### src/rtl/fxp_pkg.sv
// Shared definitions for the fixed-point datapath blocks.
//   acc_state_t : accumulator FSM states (ACC collects samples, DONE holds a result)
//   fxp_max(w)  : most-positive w-bit two's complement value, right-aligned in 64 bits
//   fxp_min(w)  : most-negative w-bit two's complement value, sign-extended to 64 bits
// Callers truncate the 64-bit constants to their own width, so w may be 1..64.
package fxp_pkg;

  localparam int FXP_MAX_W = 64;

  typedef enum logic {
    ACC  = 1'b0,
    DONE = 1'b1
  } acc_state_t;

  function automatic logic [FXP_MAX_W-1:0] fxp_max(input int w);
    return (64'd1 << (w - 1)) - 64'd1;
  endfunction

  // The complement of the max pattern has bit w-1 and everything above set,
  // which is exactly the sign-extended most-negative value.
  function automatic logic [FXP_MAX_W-1:0] fxp_min(input int w);
    return ~fxp_max(w);
  endfunction

endpackage

### src/rtl/fxp_sat_add.sv
// Combinational signed adder with optional saturation.
//   W        : operand and result width, two's complement
//   SAT      : 1 = clamp to the representable range on overflow, 0 = wrap modulo 2^W
//   a, b     : signed operands
//   result   : clamped or wrapped sum
//   overflow : the true sum does not fit in W bits
module fxp_sat_add
  import fxp_pkg::*;
#(
  parameter int W   = 32,
  parameter bit SAT = 1'b1
) (
  input  logic [W-1:0] a,
  input  logic [W-1:0] b,
  output logic [W-1:0] result,
  output logic         overflow
);

  localparam logic [W-1:0] MAX_VAL = W'(fxp_max(W));
  localparam logic [W-1:0] MIN_VAL = W'(fxp_min(W));

  logic [W:0] sum_ext;

  // One guard bit is enough for a two-operand add: the guard bit holds the
  // true sign, so a disagreement with bit W-1 means the W-bit view is wrong.
  always_comb begin
    sum_ext  = {a[W-1], a} + {b[W-1], b};
    overflow = sum_ext[W] ^ sum_ext[W-1];
    result   = sum_ext[W-1:0];
    if (SAT && overflow) begin
      result = sum_ext[W] ? MIN_VAL : MAX_VAL;
    end
  end

endmodule

### src/rtl/fxp_accumulator.sv
// Signed fixed-point frame accumulator: sums DEPTH samples into one W-bit
// result, wrapping or saturating per add, with a sticky per-frame overflow flag.
//   clk, rst      : rising-edge clock, synchronous active-high reset
//   clear         : synchronous frame abort (acc, count and flag to zero, back to ACC)
//   in_valid/in_ready/in_data       : sample input handshake
//   out_valid/out_ready/out_data    : frame result handshake
//   out_overflow  : at least one add in the reported frame overflowed
// FRAC only documents the binary point; the sum keeps the input format.
module fxp_accumulator
  import fxp_pkg::*;
#(
  parameter int W     = 32,
  parameter int FRAC  = 16,
  parameter int DEPTH = 8,
  parameter bit SAT   = 1'b1
) (
  input  logic         clk,
  input  logic         rst,
  input  logic         clear,
  input  logic         in_valid,
  output logic         in_ready,
  input  logic [W-1:0] in_data,
  output logic         out_valid,
  input  logic         out_ready,
  output logic [W-1:0] out_data,
  output logic         out_overflow
);

  localparam int CNT_W = (DEPTH > 1) ? $clog2(DEPTH) : 1;
  localparam logic [CNT_W-1:0] LAST_CNT = CNT_W'(DEPTH - 1);

  if (DEPTH < 1) begin : g_bad_depth
    $error("fxp_accumulator: DEPTH must be at least 1");
  end
  if (FRAC < 0 || FRAC >= W) begin : g_bad_frac
    $error("fxp_accumulator: FRAC must lie in 0..W-1");
  end
  if (W < 2 || W > FXP_MAX_W) begin : g_bad_width
    $error("fxp_accumulator: W must lie in 2..64");
  end

  acc_state_t     state;
  acc_state_t     next_state;
  logic [W-1:0]   acc;
  logic [CNT_W-1:0] cnt;
  logic           ovf;

  logic [W-1:0]   sum;
  logic           add_ovf;
  logic           accept;
  logic           out_fire;
  logic           last_sample;

  fxp_sat_add #(
    .W   (W),
    .SAT (SAT)
  ) u_add (
    .a        (acc),
    .b        (in_data),
    .result   (sum),
    .overflow (add_ovf)
  );

  // Handshake qualifiers are decoded from the state register directly so that
  // out_ready never reaches in_ready combinationally.
  assign accept      = in_valid && (state == ACC);
  assign out_fire    = out_ready && (state == DONE);
  assign last_sample = (cnt == LAST_CNT);

  always_ff @(posedge clk) begin
    if (rst) begin
      state <= ACC;
    end else begin
      state <= next_state;
    end
  end

  // clear overrides both handshakes; otherwise DONE leaves only on the
  // output handshake, which forces the one-cycle bubble between frames.
  always_comb begin
    next_state = state;
    in_ready   = 1'b0;
    out_valid  = 1'b0;
    case (state)
      ACC: begin
        in_ready = 1'b1;
        if (accept && last_sample) begin
          next_state = DONE;
        end
      end
      DONE: begin
        out_valid = 1'b1;
        if (out_ready) begin
          next_state = ACC;
        end
      end
      default: next_state = ACC;
    endcase
    if (clear) begin
      next_state = ACC;
    end
  end

  // The result registers load on the final accept and otherwise hold, so the
  // reported frame stays stable under backpressure and after the handshake.
  always_ff @(posedge clk) begin
    if (rst) begin
      acc          <= '0;
      cnt          <= '0;
      ovf          <= 1'b0;
      out_data     <= '0;
      out_overflow <= 1'b0;
    end else if (clear) begin
      acc <= '0;
      cnt <= '0;
      ovf <= 1'b0;
    end else if (accept) begin
      acc <= sum;
      ovf <= ovf | add_ovf;
      if (last_sample) begin
        cnt          <= '0;
        out_data     <= sum;
        out_overflow <= ovf | add_ovf;
      end else begin
        cnt <= cnt + CNT_W'(1);
      end
    end else if (out_fire) begin
      acc <= '0;
      ovf <= 1'b0;
    end
  end

endmodule
### config.mk
export PLATFORM = sky130hd
export DESIGN_NAME = fxp_accumulator
export DESIGN_NICKNAME = d
export VERILOG_FILES = /design/src/rtl/fxp_pkg.sv /design/src/rtl/fxp_sat_add.sv /design/src/rtl/fxp_accumulator.sv
export SDC_FILE = /design/constraint.sdc
export NUM_CORES = 1
export LEC_CHECK = 0
export CORE_MARGIN = 3
export CORE_UTILIZATION = 40
export CTS_CLUSTER_DIAMETER = 100
export DETAILED_ROUTE_END_ITERATION = 16
export HOLD_SLACK_MARGIN = 0.15
export SYNTH_ARGS = -nofsm -noshare
export SYNTH_HDL_FRONTEND = slang
export SYNTH_SLANG_ARGS = --single-unit
### constraint.sdc
create_clock -name clk -period 4.4 [get_ports clk]
set_input_delay 0.88 -clock clk [delete_from_list [all_inputs] [get_ports clk]]
set_output_delay 0.88 -clock clk [all_outputs]
set_load 0.01 [all_outputs]
### Word-level counts from Yosys, hierarchy flattened

Index checks and enable logic that the tools add are counted.

| cells by class | value |
|---|---|
| add/subtract/negate cells | 2 |
| multipliers | 0 |
| divide/modulo/power cells | 0 |
| magnitude comparators | 0 |
| eq/ne operators | 1 |
| shifts and indexed selects | 0 |
| muxes and demuxes | 12 |
| bitwise gates (word level) | 4 |
| reductions and logical operators | 6 |

Operator list:

| operator | number |
|---|---|
| $mux 32 | 4 |
| $add 32x32->33 | 1 |
| $mux 1 | 6 |
| $add 3x1->3 const B | 1 |
| $eq 3x3->1 const B | 1 |
| $logic_and 1x1->1 | 3 |
| $mux 3 | 1 |
| $reduce_and 3->1 | 1 |
| $not 1->1 | 2 |
| $pmux 1 s2 | 1 |
| $reduce_bool 2->1 | 1 |
| $reduce_or 2->1 | 1 |
| $or 1x1->1 | 1 |
| $xor 1x1->1 | 1 |

| word-level totals | value |
|---|---|
| register bits | 70 |
| bits in latches | 0 |
| memory bits (writable) | 0 |
| memory bits (read-only) | 0 |
| output and inout bits | 35 |
| word-level logic and storage cells | 31 |
| memories kept | 0 |

### Logic depth before layout (Yosys ltp)

Gate-level depths: netlist of run 1.

| logic depth | value |
|---|---|
| depth after elaboration | 5 |
| depth in mapped cells | 13 |
| gate-level depth less buffers | 12 |

### Cells and area by module

Synthesis of run 1 repeated with hierarchy kept, for this count alone.

| second synthesis, totals | value |
|---|---|
| cells, all modules | 530 |
| area, all modules | 4435.5 um^2 |

By module, submodules not included:

| module | instances | cells an instance | area an instance (um^2) |
|---|---|---|---|
| fxp_accumulator | 1 | 243 | 2387.3 |
| fxp_sat_add | 1 | 287 | 2048.2 |

### Worst setup path after synthesis of run 1

Ideal clock, no wire load.

| timing | value |
|---|---|
| kind | input -> register |
| from | input in_data[0] |
| to | register acc[4] |
| setup time | 0.080 ns |
| data arrival time | 3.337 ns |
| slack | 0.984 ns |
| stages on the path | 13 |
| cells stage by stage | ha_1 > inv_1 > fa_1 > nor2b_1 > o211ai_1 > a31o_2 > o21ai_2 > a31oi_4 > or2_4 > mux2i_4 > buf_6 > a21oi_2 > a211oi_2 |

| between the ends | value |
|---|---|
| cells in the longest elaborated chain, start to end | 4 |

Ends and longest elaborated chain:

| element | RTL line | source |
|---|---|---|
| from (decl) | fxp_accumulator.sv:22 | `input logic [W-1:0] in_data,` |
| $add 32x32->33 (*) | fxp_sat_add.sv:27 | `sum_ext = {a[W-1], a} + {b[W-1], b};` |
| $mux 32 or $xor 1x1->1 (tied branches) | fxp_sat_add.sv:31, fxp_sat_add.sv:28 |  |
| $mux 32 (*) | fxp_sat_add.sv:30 | `if (SAT && overflow) begin` |
| $mux 32 (*) | fxp_accumulator.sv:117 | `end else if (accept) begin` |
| to (signal assigned) | fxp_accumulator.sv:118 | `acc <= sum;` |
| to (decl) | fxp_accumulator.sv:44 | `logic [W-1:0] acc;` |

Mark *: on every way between the ends. The rest lies on a longest branch, timed or not.
A chain may end at the register's enable or synchronous reset.

### Final worst setup path of run 1

| timing | value |
|---|---|
| from | input in_data[0] |
| to | register acc[27] |

The elaborated chain is that of the path after synthesis.

==> results.md, run 1 <==
- Run status: complete, no violations
- Initial antenna violation count: 0
- GRT overflow: 0
- CP required: 4580 ps
- CTS tree: built
- Clock sink count: 70
- CTS resizes: 0
- Die Area: 0.0131 sq mm
- Peak Freq: 255 MHz
- Pre-antenna DRT Iters: 5
- Area of the multi-input gates: 0.00312 sq mm
- I/O Pins: 72
- Tcrit/Tclk final: 0.892
- Seq. cell area: 0.00140 sq mm
- Final setup viols: 0
- P_leak: 0.00232 uW
- Placer Congestion: 0.917
- Crit-path cells: clkdlybuf4s50_1, ha_1, inv_1, fa_1, nor2b_1, o211ai_1, a31o_2, o21ai_2, a31oi_4, nor2_1, nor2_2, buf_4, a21oi_1, o21ai_0
- Antenna diodes: 0
- Pre-CTS WS: 113 ps
- Residual DRC: 0
- YS warnings: 0
- Clock slew at the register clock pins of the worst setup and hold paths: 50 ps
- Syn Area/Cell: 8.11 sq um
- WL/cell: 18.6 um
- Area of the mapped netlist: 0.00470 sq mm
- CP max stage cell: clkdlybuf4s50_1
- Largest net degree at the start of global routing: 34
- Commonest non-fill, non-tap cell in the layout: nand2_1
- DIE WIDTH: 114 um
- CP arrival: 4110 ps
- First-pass GRT wire length: 23.5 mm
- HP Class: flop to flop
- Max Clock Skew: 11.3 ps
- Layout fillers: 1052
- Final WS setup: 475 ps
- Fin. max-slew vios: 0
- Worst slew pin tran: 818 ps
- Clk buf depth: 2
- Crit path max-delay family: compound AO/OA/AOI/OAI gates
- Crit Path Max Fanout: 7
- Total power draw: 1780 uW
- RSZ-0062 raised after global routing: false
- Synthesized Nets: 652
- Pwr Density: 304 mW/mm^2
- Final nets: 723
- IO Port Bufs: 71
- Critical Path Source Type: primary input
- Antenna Nets Post-Route: 0
- Synth Register Bits: 70
- Die height: 114 um
- CTS Hold Bufs: 0
- Final hold violation count: 0
- Kind of critical path: primary input to flop
- Clock root buffer: clkbuf_16
- Iteration-0 DRC count of the detailed router: 277
- Number of max-cap violations: 0
- Post-synth top flop: dfxtp_1
- WL final: 14.8 mm
- Overall Global Routing Usage: 0.231
- # placed instances: 780
- Worst skew pair latency: 340 ps
- Number of CTS-inserted buffers: 9
- Post-synth cell types: 61
- H-tree depth: 3
- Vias per inst: 5.68
- Post-CTS Setup Bufs: 0
- Slowest stage delay, CP: 480 ps
- Area of the core: 0.0112 sq mm
- Area Growth Syn to Fin: 24.8%
- Min Tclk post-route: 3930 ps
- Placement row count: 38
- Via count: 4516
- Worst VDD drop: 0.000306 V
- Layout Cells excl Fill: 795
- Number of global-route vias before repair: 4456
- Seq/Total Area, Yosys: 0.298
- Share of cells above drive strength 1: 0.128
- R2R Setup Slk: 1160 ps
- Slew margin rel.: 0.453
- Worst path bufs/invs: 3
- Number of synthesized flops with an enable pin: 0
- Fin Setup TNS: 0 ps
- Async S/R FF share, synth: 0
- Post-DP HPWL: 11.0 mm
- Crit. End Element: flop
- Initial Utilization: 0.421
- Syn Inst Count: 580
- Most frequent cells in the layout: 72 x nand2_1, 71 x clkdlybuf4s50_1, 70 x dfxtp_1
[worst min-delay path: cells and delay by family, from the launching register on]
kind	cells	cell delay, ps
AOI/OAI and AO/OA	1	50
DFF	1	320
and+or+nand+nor	1	40
[routing by layer]
metal / wire, um / part of all wire / global-route usage
met1: 6960 / 0.47 / 0.302
met2: 6950 / 0.47 / 0.378
met3: 615 / 0.042 / 0.0534
met5: 0 / 0 / 0
met4: 261 / 0.018 / 0.0689
[registers in the layout, summed over array words and instances (netlist names)]
register,cells
cnt,3
acc,32
state,1
out_overflow,1
out_data,32
ovf,1
[metrics by stage]
step / utilization / area [sq um] / hold slack (ps)
after floorplan: - / 4700 / 429
after global placement: 0.502 / 5610 / 440
after detailed placement: 0.502 / 5610 / 448
after CTS: 0.526 / 5870 / 461
after global routing: 0.526 / 5870 / 482
final: 0.526 / 5870 / 454
[kinds of logic after synthesis]
family	synth area share
AO/OA/AOI/OAI	0.334
AND/OR/NAND/NOR	0.178
flip-flops	0.298
buffers and inverters	0.0420
adder cells (fa/ha/maj)	0.0947
XOR/XNOR	0.0465
multiplexers	0.00718
[final cells by class]
class / instances / share of cell area
multi-input combinational: 470 / 0.531
timing repair buffer: 89 / 0.148
inverter: 11 / 0.00703
clock buffer: 11 / 0.0413
tap: 140 / 0.0298
sequential: 70 / 0.239
clock inverter: 4 / 0.00405
[power by group]
group          internal, uW  total (uW)  switching [uW]
logic                   176         443             267
registers               652         664            12.1
clock network           392         678             286
[cell usage after synthesis (8+ instances only)]
library cell,count,area [sq um]
nand2_1,72,270
dfxtp_1,70,1400
a21oi_1,62,310
nor2_1,53,199
o21ai_0,48,240
ha_1,34,425
a211oi_2,20,250
a211oi_1,19,143
clkbuf_1,17,63.8
xnor2_1,17,149
a21o_1,15,113
inv_1,11,41.3
nand2b_1,11,68.8
a21oi_2,10,87.6
nor3_1,8,40.0
xor2_1,8,70.1
[worst paths after layout]
| kind | from | endpoint | cells past startpoint |
|---|---|---|---|
| max | in_data[0] | acc[27] | 14 |
| min | acc[20] | acc[20] | 2 |
| max reg2reg | acc[0] | acc[27] | 13 |
| min reg2reg | acc[20] | acc[20] | 2 |
(Power assumes the default switching activity.)
==> inputs of run 2 (changes only) <==
--- a/config.mk
+++ b/config.mk
@@ -5,7 +5,6 @@
 export SDC_FILE = /design/constraint.sdc
 export NUM_CORES = 1
 export LEC_CHECK = 0
-export CORE_MARGIN = 3
 export CORE_UTILIZATION = 40
 export CTS_CLUSTER_DIAMETER = 100
 export DETAILED_ROUTE_END_ITERATION = 16
==> run 2 against run 1 <==
Via count grew 1.8%. Routed wire length shrank 4.3%. Hold slack lost 1.2 ps. Clock skew shrank 4.1 ps. Die area shrank 6.9%. Utilization shrank 1.0 points. Sequential share of layout area shrank 0.056 points. Largest cell class unchanged.
==> results.md, run 2 (same netlist as run 1, synthesis figures left out) <==
- HP Class: flop to flop
- Antenna Nets Post-Route: 0
- Most frequent cells in the layout: 72 x nand2_1, 71 x clkdlybuf4s50_1, 70 x dfxtp_1
- WL final: 14.2 mm
- Die Area: 0.0122 sq mm
- GR peak layer: met2
- Vias per inst: 5.75
- Residual DRC: 0
- CP required: 4660 ps
- H-tree depth: 3
- Min Tclk post-route: 3930 ps
- GR Layer Usage met1: 0.299
- Slowest stage delay, CP: 480 ps
- CP max stage cell: clkdlybuf4s50_1
- Crit. End Element: flop
- IO Port Bufs: 71
- Area of the core: 0.0114 sq mm
- CTS resizes: 0
- Crit-path cells: clkdlybuf4s50_1, ha_1, inv_1, fa_1, nor2b_1, o211ai_1, a31o_2, o21ai_2, a31oi_4, or2_4, mux2i_4, buf_12, a41oi_1, a211oi_1
- # placed instances: 784
- Area Growth Syn to Fin: 25.1%
- Initial antenna violation count: 0
- I/O Pins: 72
- Critical Path Source Type: primary input
- Worst slew pin tran: 993 ps
- Overall Global Routing Usage: 0.237
- GR Util met2: 0.393
- RSZ-0062 raised after global routing: false
- Number of global-route vias before repair: 4572
- CTS Hold Bufs: 0
- Largest regs: acc x32, out_data x32, cnt x3
- WHS Path Cells: 2
- Final setup viols: 0
- Via count: 4599
- Run status: complete, no violations
- Clock slew at the register clock pins of the worst setup and hold paths: 60 ps
- Clock root buffer: clkbuf_16
- Post-CTS Setup Bufs: 0
- Initial Utilization: 0.412
- Antenna diodes: 0
- Post-DP HPWL: 10.5 mm
- GRT overflow: 0
- Fin Setup TNS: 0 ps
- Largest net degree at the start of global routing: 35
- P_leak: 0.00233 uW
- Worst skew pair latency: 350 ps
- CP arrival: 4190 ps
- Die height: 110 um
- Crit Path Max Fanout: 17
- Crit path depth: 14
- R2R depth: 13
- Pre-antenna DRT Iters: 5
- Final hold violation count: 0
- Tcrit/Tclk final: 0.894
- Hold slack: 453 ps
- Commonest non-fill, non-tap cell in the layout: nand2_1
- Iteration-0 DRC count of the detailed router: 174
- Fin. max-slew vios: 0
- Placement row count: 39
- Final nets: 724
- Max Clock Skew: 7.25 ps
- Number of CTS-inserted buffers: 9
- DIE WIDTH: 110 um
- First-pass GRT wire length: 23.1 mm
- Kind of critical path: primary input to flop
- CTS tree: built
- Slew margin rel.: 0.338
- Pwr Density: 307 mW/mm^2
- Peak Freq: 254 MHz
- Crit path max-delay family: compound AO/OA/AOI/OAI gates
- Clock sink count: 70
- Worst path bufs/invs: 3
- Worst VDD drop: 0.000185 V
- Met3 Usage GRT: 0.0477
- Number of max-cap violations: 0
- WL/cell: 17.7 um
- Share of cells above drive strength 1: 0.126
- Layout Cells excl Fill: 800
- Clk buf depth: 2
- Placer Congestion: 0.879
==> run 2: cell count changes in the layout (fill, tap and decap cells not counted), sizes merged <==
cell	change
clkinv	-4
buf	+1
clkbuf	+5
==> run 2: where the power goes <==
group	switching, uW	total, uW	internal [uW]
combinational	264	441	176
sequential	12.0	664	652
clock	273	702	429
total	549	1810	1260
==> run 2: through the flow <==
step                      instance area (sq um)  utilization  setup WS (ps)  power [uW]
final                                      5890        0.515            468        1810
after global routing                       5890        0.515            242        1890
after CTS                                  5890        0.515            488        1820
after detailed placement                   5600        0.491            131        1110
after global placement                     5600        0.491            310        1110
after floorplan                            4700            -            984         983
==> run 2: tightest hold or removal path: stages (launching register included) <==
cell     delay [ps]
dfxtp_1         300
nand2_1          50
a21oi_1          50
==> run 2: final timing paths <==
path	slack (ps)	endpoint	start
worst min register to register	450	out_data[31]	out_data[31]
worst min-delay path	450	out_data[31]	out_data[31]
worst max register to register	1150	acc[28]	acc[0]
worst max-delay path	470	acc[28]	in_data[0]
==> run 2: cell type report <==
class | instances | area [sq um]
fillers | 1136 | 5530
multi-input cells | 470 | 3120
clock buffers | 16 | 282
flip-flops and latches | 70 | 1400
well taps | 143 | 179
repair buffers | 90 | 866
inverters | 11 | 41.3
==> run 2: layer usage <==
metal | vias to the layer above | routed length, um
li1 | 2265 | -
met1 | 2181 | 6560
met3 | 29 | 604
met2 | 124 | 6580
met5 | - | 0
met4 | 0 | 408
